===== src/rtl/imem_loader.sv =====
// ============================================================================
// Module      : imem_loader
// Description : Assembles a UART byte stream (16-bit LE word count followed by
//               little-endian 32-bit words) into instruction memory writes.
// Revision    : 1.0 - initial release
// ============================================================================
`default_nettype none

module imem_loader #(
    parameter int IMEM_ADDR_WIDTH = 10,
    parameter int IMEM_DATA_WIDTH = 32,
    parameter int NB_LEN          = 16,
    parameter int TIMEOUT_CYCLES  = 1000000
) (
    input  logic                       clk,
    input  logic                       i_rst,
    input  logic                       i_start,
    input  logic [7:0]                 i_rx_data,
    input  logic                       i_rx_valid,
    output logic [IMEM_DATA_WIDTH-1:0] o_wdata,
    output logic [IMEM_ADDR_WIDTH-1:0] o_waddr,
    output logic                       o_wen,
    output logic                       o_busy,
    output logic                       o_done,
    output logic                       o_error,
    output logic [NB_LEN-1:0]          o_word_cnt
);

    localparam logic [2:0] c_IDLE   = 3'd0;
    localparam logic [2:0] c_LEN_LO = 3'd1;
    localparam logic [2:0] c_LEN_HI = 3'd2;
    localparam logic [2:0] c_DATA   = 3'd3;
    localparam logic [2:0] c_DONE   = 3'd4;
    localparam logic [2:0] c_ERROR  = 3'd5;

    localparam logic [NB_LEN:0] c_MAX_WORDS = (NB_LEN+1)'((1 << IMEM_ADDR_WIDTH) / 4);

    logic [2:0]                 r_state;
    logic [NB_LEN-1:0]          r_len;
    logic [1:0]                 r_byte_idx;
    logic [IMEM_DATA_WIDTH-1:0] r_word;
    logic [IMEM_DATA_WIDTH-1:0] r_wdata;
    logic [IMEM_ADDR_WIDTH-1:0] r_waddr;
    logic                       r_wen;
    logic                       r_done;
    logic                       r_error;
    logic [NB_LEN-1:0]          r_word_cnt;

    logic                       w_busy;
    logic                       w_idle_like;
    logic                       w_start_ok;
    logic                       w_tmo_clr;
    logic                       w_tmo_inc;
    logic                       w_tmo_hit;
    logic [NB_LEN-1:0]          w_len_full;
    logic                       w_len_over;
    logic                       w_last;
    logic [IMEM_DATA_WIDTH-1:0] w_full_word;

    assign w_busy      = (r_state == c_LEN_LO) || (r_state == c_LEN_HI) || (r_state == c_DATA);
    assign w_idle_like = (r_state == c_IDLE) || (r_state == c_DONE) || (r_state == c_ERROR);
    assign w_start_ok  = w_idle_like && i_start;
    assign w_tmo_clr   = i_rx_valid || w_start_ok;
    assign w_tmo_inc   = w_busy && !i_rx_valid;
    assign w_len_full  = NB_LEN'({i_rx_data, r_len[7:0]});
    assign w_len_over  = {1'b0, w_len_full} > c_MAX_WORDS;
    assign w_last      = (NB_LEN'(r_word_cnt + 1'b1) == r_len);
    assign w_full_word = {i_rx_data, r_word[IMEM_DATA_WIDTH-9:0]};

    // Idle-gap watchdog; a zero TIMEOUT_CYCLES removes it entirely.
    generate
        if (TIMEOUT_CYCLES > 0) begin : g_tmo
            localparam int c_TMO_W = $clog2(TIMEOUT_CYCLES + 1);
            localparam logic [c_TMO_W-1:0] c_TMO_LAST = c_TMO_W'(TIMEOUT_CYCLES - 1);
            logic [c_TMO_W-1:0] r_tmo;

            always_ff @(posedge clk or posedge i_rst) begin
                if (i_rst) begin
                    r_tmo <= '0;
                end else if (w_tmo_clr) begin
                    r_tmo <= '0;
                end else if (w_tmo_inc) begin
                    r_tmo <= r_tmo + c_TMO_W'(1);
                end
            end

            assign w_tmo_hit = w_tmo_inc && (r_tmo == c_TMO_LAST);
        end else begin : g_no_tmo
            assign w_tmo_hit = 1'b0;
        end
    endgenerate

    always_ff @(posedge clk or posedge i_rst) begin
        if (i_rst) begin
            r_state    <= c_IDLE;
            r_len      <= '0;
            r_byte_idx <= '0;
            r_word     <= '0;
            r_wdata    <= '0;
            r_waddr    <= '0;
            r_wen      <= 1'b0;
            r_done     <= 1'b0;
            r_error    <= 1'b0;
            r_word_cnt <= '0;
        end else begin
            r_wen <= 1'b0;
            case (r_state)
                c_IDLE, c_DONE, c_ERROR: begin
                    if (i_start) begin
                        r_state    <= c_LEN_LO;
                        r_done     <= 1'b0;
                        r_error    <= 1'b0;
                        r_word_cnt <= '0;
                        r_waddr    <= '0;
                        r_byte_idx <= '0;
                    end
                end

                c_LEN_LO: begin
                    if (w_tmo_hit) begin
                        r_state <= c_ERROR;
                        r_error <= 1'b1;
                    end else if (i_rx_valid) begin
                        r_len   <= NB_LEN'(i_rx_data);
                        r_state <= c_LEN_HI;
                    end
                end

                c_LEN_HI: begin
                    if (w_tmo_hit) begin
                        r_state <= c_ERROR;
                        r_error <= 1'b1;
                    end else if (i_rx_valid) begin
                        r_len <= w_len_full;
                        if (w_len_full == '0) begin
                            r_state <= c_DONE;
                            r_done  <= 1'b1;
                        end else if (w_len_over) begin
                            r_state <= c_ERROR;
                            r_error <= 1'b1;
                        end else begin
                            r_state    <= c_DATA;
                            r_waddr    <= '0;
                            r_byte_idx <= '0;
                        end
                    end
                end

                c_DATA: begin
                    // Bookkeeping for the word written during the previous cycle.
                    if (r_wen) begin
                        r_word_cnt <= r_word_cnt + 1'b1;
                        if (w_last) begin
                            r_state <= c_DONE;
                            r_done  <= 1'b1;
                        end else begin
                            r_waddr <= r_waddr + IMEM_ADDR_WIDTH'(4);
                        end
                    end
                    if (w_tmo_hit && !(r_wen && w_last)) begin
                        r_state <= c_ERROR;
                        r_error <= 1'b1;
                    end
                    if (i_rx_valid && !(r_wen && w_last)) begin
                        r_word[{r_byte_idx, 3'b000} +: 8] <= i_rx_data;
                        r_byte_idx <= r_byte_idx + 2'd1;
                        if (r_byte_idx == 2'd3) begin
                            r_wdata <= w_full_word;
                            r_wen   <= 1'b1;
                        end
                    end
                end

                default: begin
                    r_state <= c_IDLE;
                end
            endcase
        end
    end

    assign o_wdata    = r_wdata;
    assign o_waddr    = r_waddr;
    assign o_wen      = r_wen;
    assign o_busy     = w_busy;
    assign o_done     = r_done;
    assign o_error    = r_error;
    assign o_word_cnt = r_word_cnt;

endmodule

`default_nettype wire


===== config.mk =====
export PLATFORM = sky130hd
export DESIGN_NAME = imem_loader
export DESIGN_NICKNAME = d
export VERILOG_FILES = /design/src/rtl/imem_loader.sv
export SDC_FILE = /design/constraint.sdc
export NUM_CORES = 1
export LEC_CHECK = 0
export ABC_AREA = 1
export CAP_MARGIN = 5
export CORE_UTILIZATION = 40
export DETAILED_ROUTE_END_ITERATION = 8
export PLACE_DENSITY = 0.6
export SLEW_MARGIN = 5
export SYNTH_ARGS = -nofsm -noshare
export SYNTH_HDL_FRONTEND = slang
export SYNTH_SLANG_ARGS = --single-unit

===== constraint.sdc =====
create_clock -name clk -period 5.32 [get_ports clk]
set_input_delay 1.064 -clock clk [delete_from_list [all_inputs] [get_ports clk]]
set_output_delay 1.064 -clock clk [all_outputs]
set_load 0.005 [all_outputs]

==> reports/qor.yml <==
timing:
  fin_crit_sh_pct: 62.2
  fin_worst_skew_ns: 0.00622
  fin_hold_ws_ns: 0.469
  maxSlewHeadroom_pct: 37.3
  setup_viol: 0
  tightest_slew_ns: 0.941
  slew_viol_final: 0
  finalHoldViolCount: 0
  fin_setup_tns_ns: 0
  grt_setup_unrepaired: "no"
  clock.fmax_mhz: 302
  period_minus_slack_ns: 3.31
cts:
  h-tree-depth: 4
  post-cts-setup-buffers: 0
  postCtsHoldBufs: 0
  cts_resized: 0
  cts_tree: "done"
  clkLatencyLatePin_ns: 0.42
  clockBufferDepth: 2
  cts_root_buf: "clkbuf_16"
  cts_buffers: 17
  cts.sinks: 124
  clk_pin_slew_ns: 0.06
logic_synthesis:
  yosysMostFrequentCell: "nand2_1"
  synth_seq_cells: 124
  avgSynthCellArea_um2: 7.65
  ys.flop_type: "dfrtp_1"
  netlist.area_leader.share_pct: 48.3
  ys_seq_area_share_pct: 48.3
  synth.distinct_cells: 39
  synth_edf_count: 0
  yosys.area.top_type: "dfrtp_1"
  synth_common_cells: "299 x nand2_1, 124 x dfrtp_1, 80 x inv_1, 70 x nand3_1, 57 x nor2_1"
  ys_async_sr_fraction_pct: 100
  synth_area_leaders: "dfrtp_1 48%, nand2_1 17%, nand3_1 5.5%"
  syn_area_um2: 6420
  syn_inst: 839
  yosys_warnings: 0
placed_design:
  hpwl_mm: 11.6
  place.port_buffers: 71
  place_congestion: 0.909
finish:
  drive_gt1_share_pct: 5.96
  syn2layout_area_growth_pct: 23.1
  final_nets: 932
  n_antenna_cell: 0
  nFillCells: 1584
floorplan:
  start_util_pct: 41.6
  die_y_um: 129
  fp.dieW_um: 129
  core_area_um2: 15400
  num_rows: 45
  io_pins: 74
  die_area_um2: 16600
power:
  power.share.switching_pct: 33.0
  p_sw_uw: 1010
  leakage_uw: 0.00377
  power_density_nw_per_um2: 388
  seq_power_share_pct: 36.8
  p_int_uw: 2050
  ir_worst_vdd_v: 0.000258
  pwr-share-comb_pct: 24.0
  clkPwrFrac_pct: 39.2
grt:
  antenna_found_initial: 0
  grt_usage_pct: 21.5
  grt_overflow: 0
  grt_max_degree: 75
  grt_pass1_wl_mm: 27.7
  grt_pass1_vias: 5506
routing:
  drtIter0Drc: 366
  route.detailed.drc: 0
  via_per_inst: 5.09
  drt_wl_total_mm: 16.4
  wl_per_cell_um: 14.4
  vias: 5774
  ant_nets: 0
  first_pass_iters: 5
setup_path:
  startpoint: "i_rx_data[4]"
  critPathArrivalTime_ns: 3.62
  reg2reg_from: "o_word_cnt[0]$_DFFE_PP0P_"
  end_kind: "flop"
  crit_end: "o_waddr[6]$_DFFE_PP0P_"
  worstPathRequired_ns: 5.62
  reg2reg_slack_ns: 2.08
  startpoint_type: "primary input"
  reg2reg_depth: 15
  crit_path_max_fanout: 10
  crit_type: "in -> reg"
  r2r-end: "o_wdata[11]$_DFFE_PP0P_"
worst_hold_path:
  hold_depth: 2
  worstHoldPathType: "reg -> reg"
job:
  max_cap_viol_count: 0
outcome:
  status: "complete, no violations"
## cells in the final DEF, fill, tap and decap left out, types with 2 or more instances in the layout
cell type          n
nand2_1          299
dfrtp_1          124
inv_1             79
clkdlybuf4s50_1   71
nand3_1           70
nor2_1            56
o21ai_0           44
nand4_1           33
a21oi_1           23
o22ai_1           20
clkbuf_16         17
nor3_1            14
xor2_1             8
ha_1               8
nor2_2             6
inv_2              4
bufinv_16          4
clkinv_2           4
nand4_2            3
nor4_1             3
buf_4              3
nor2_4             2
clkinv_1           2
nor3b_1            2
o21a_1             2
a211oi_1           2
conb_1             2
clkinvlp_4         2
## cell families (layout without fill, tap and decap cells)
group	Yosys count	after routing	share of synthesized area [%]
simple gates	497	497	34.1
flops	124	124	48.3
buf+inv	107	190	6.97
compound gates	94	94	7.93
fa+ha+maj	8	8	1.56
xor+xnor	8	8	1.09
other cells	1	2	0.0584
## critical path: stages
cell and delay, ns:
clkdlybuf4s50_1 0.52, nor4_1 0.53, nand3_1 0.14, nand2_1 0.17, nand2_1 0.07, nand2_1 0.06
nand2_1 0.07, nor3_2 0.45, nand2_1 0.33, nand3_1 0.17, nand2_1 0.06
## how the worst min path moves through the flow
stage | end | from | slack (ns)
3_3_place_gp | o_wdata[21]$_DFFE_PP0P_ | r_word[21]$_DFFE_PP0P_ | 0.46
3_5_place_dp | o_wdata[3]$_DFFE_PP0P_ | r_word[3]$_DFFE_PP0P_ | 0.46
6_report | o_wdata[3]$_DFFE_PP0P_ | r_word[3]$_DFFE_PP0P_ | 0.47
5_1_grt | o_wdata[22]$_DFFE_PP0P_ | r_word[22]$_DFFE_PP0P_ | 0.50
4_1_cts | o_wdata[4]$_DFFE_PP0P_ | r_word[4]$_DFFE_PP0P_ | 0.47
2_1_floorplan | o_wdata[0]$_DFFE_PP0P_ | r_word[0]$_DFFE_PP0P_ | 0.44
## metrics by stage
stage / setup WS (ns) / cells / utilization [%] / power, µW / cell area [µm²]
6_report: 2.01 / 1134 / 51.2 / 3070 / 7910
5_1_grt: 1.63 / 1134 / 51.2 / 3250 / 7910
4_1_cts: 2.01 / 1134 / 51.2 / 3100 / 7910
3_5_place_dp: 1.60 / 1104 / 47.3 / 1880 / 7300
3_3_place_gp: 1.68 / 1104 / 47.3 / 1870 / 7300
2_1_floorplan: 0.957 / 840 / - / 1650 / 6430
## layout make-up
class	instances	area (µm²)	area share, %
clock inverters	12	173	2.18
multi-input cells	609	2880	36.4
flip-flops and latches	124	3100	39.3
repair buffers	74	733	9.28
well taps	211	264	3.34
clock buffers	18	429	5.43
inverters	86	325	4.12
## state kept, by name (all words and copies together) (netlist names), 2 cells and up
name and flops:
o_word_cnt 16, r_byte_idx 2, r_state 3, g_tmo.r_tmo 20, r_word 24, o_wdata 32
o_waddr 8, r_len 16
## power by group through the flow
stage	Clock (µW)	Sequential, µW	Combinational [µW]
6_report	1200	1130	735
5_1_grt	1260	1140	847
3_5_place_dp	0	1140	736
2_1_floorplan	0	1120	533
3_3_place_gp	0	1140	733
4_1_cts	1230	1130	743
## routing by layer
metal	routed length, µm	global-route usage, %	vias up	part of all wire, %
met3	723	4.12	18	4.4
met4	227	7.27	0	1.4
li1	-	-	2894	-
met5	0	0	-	0
met1	7980	30.7	2730	49
met2	7450	32.7	132	45
Note: power is estimated with default switching activity, not from simulation.
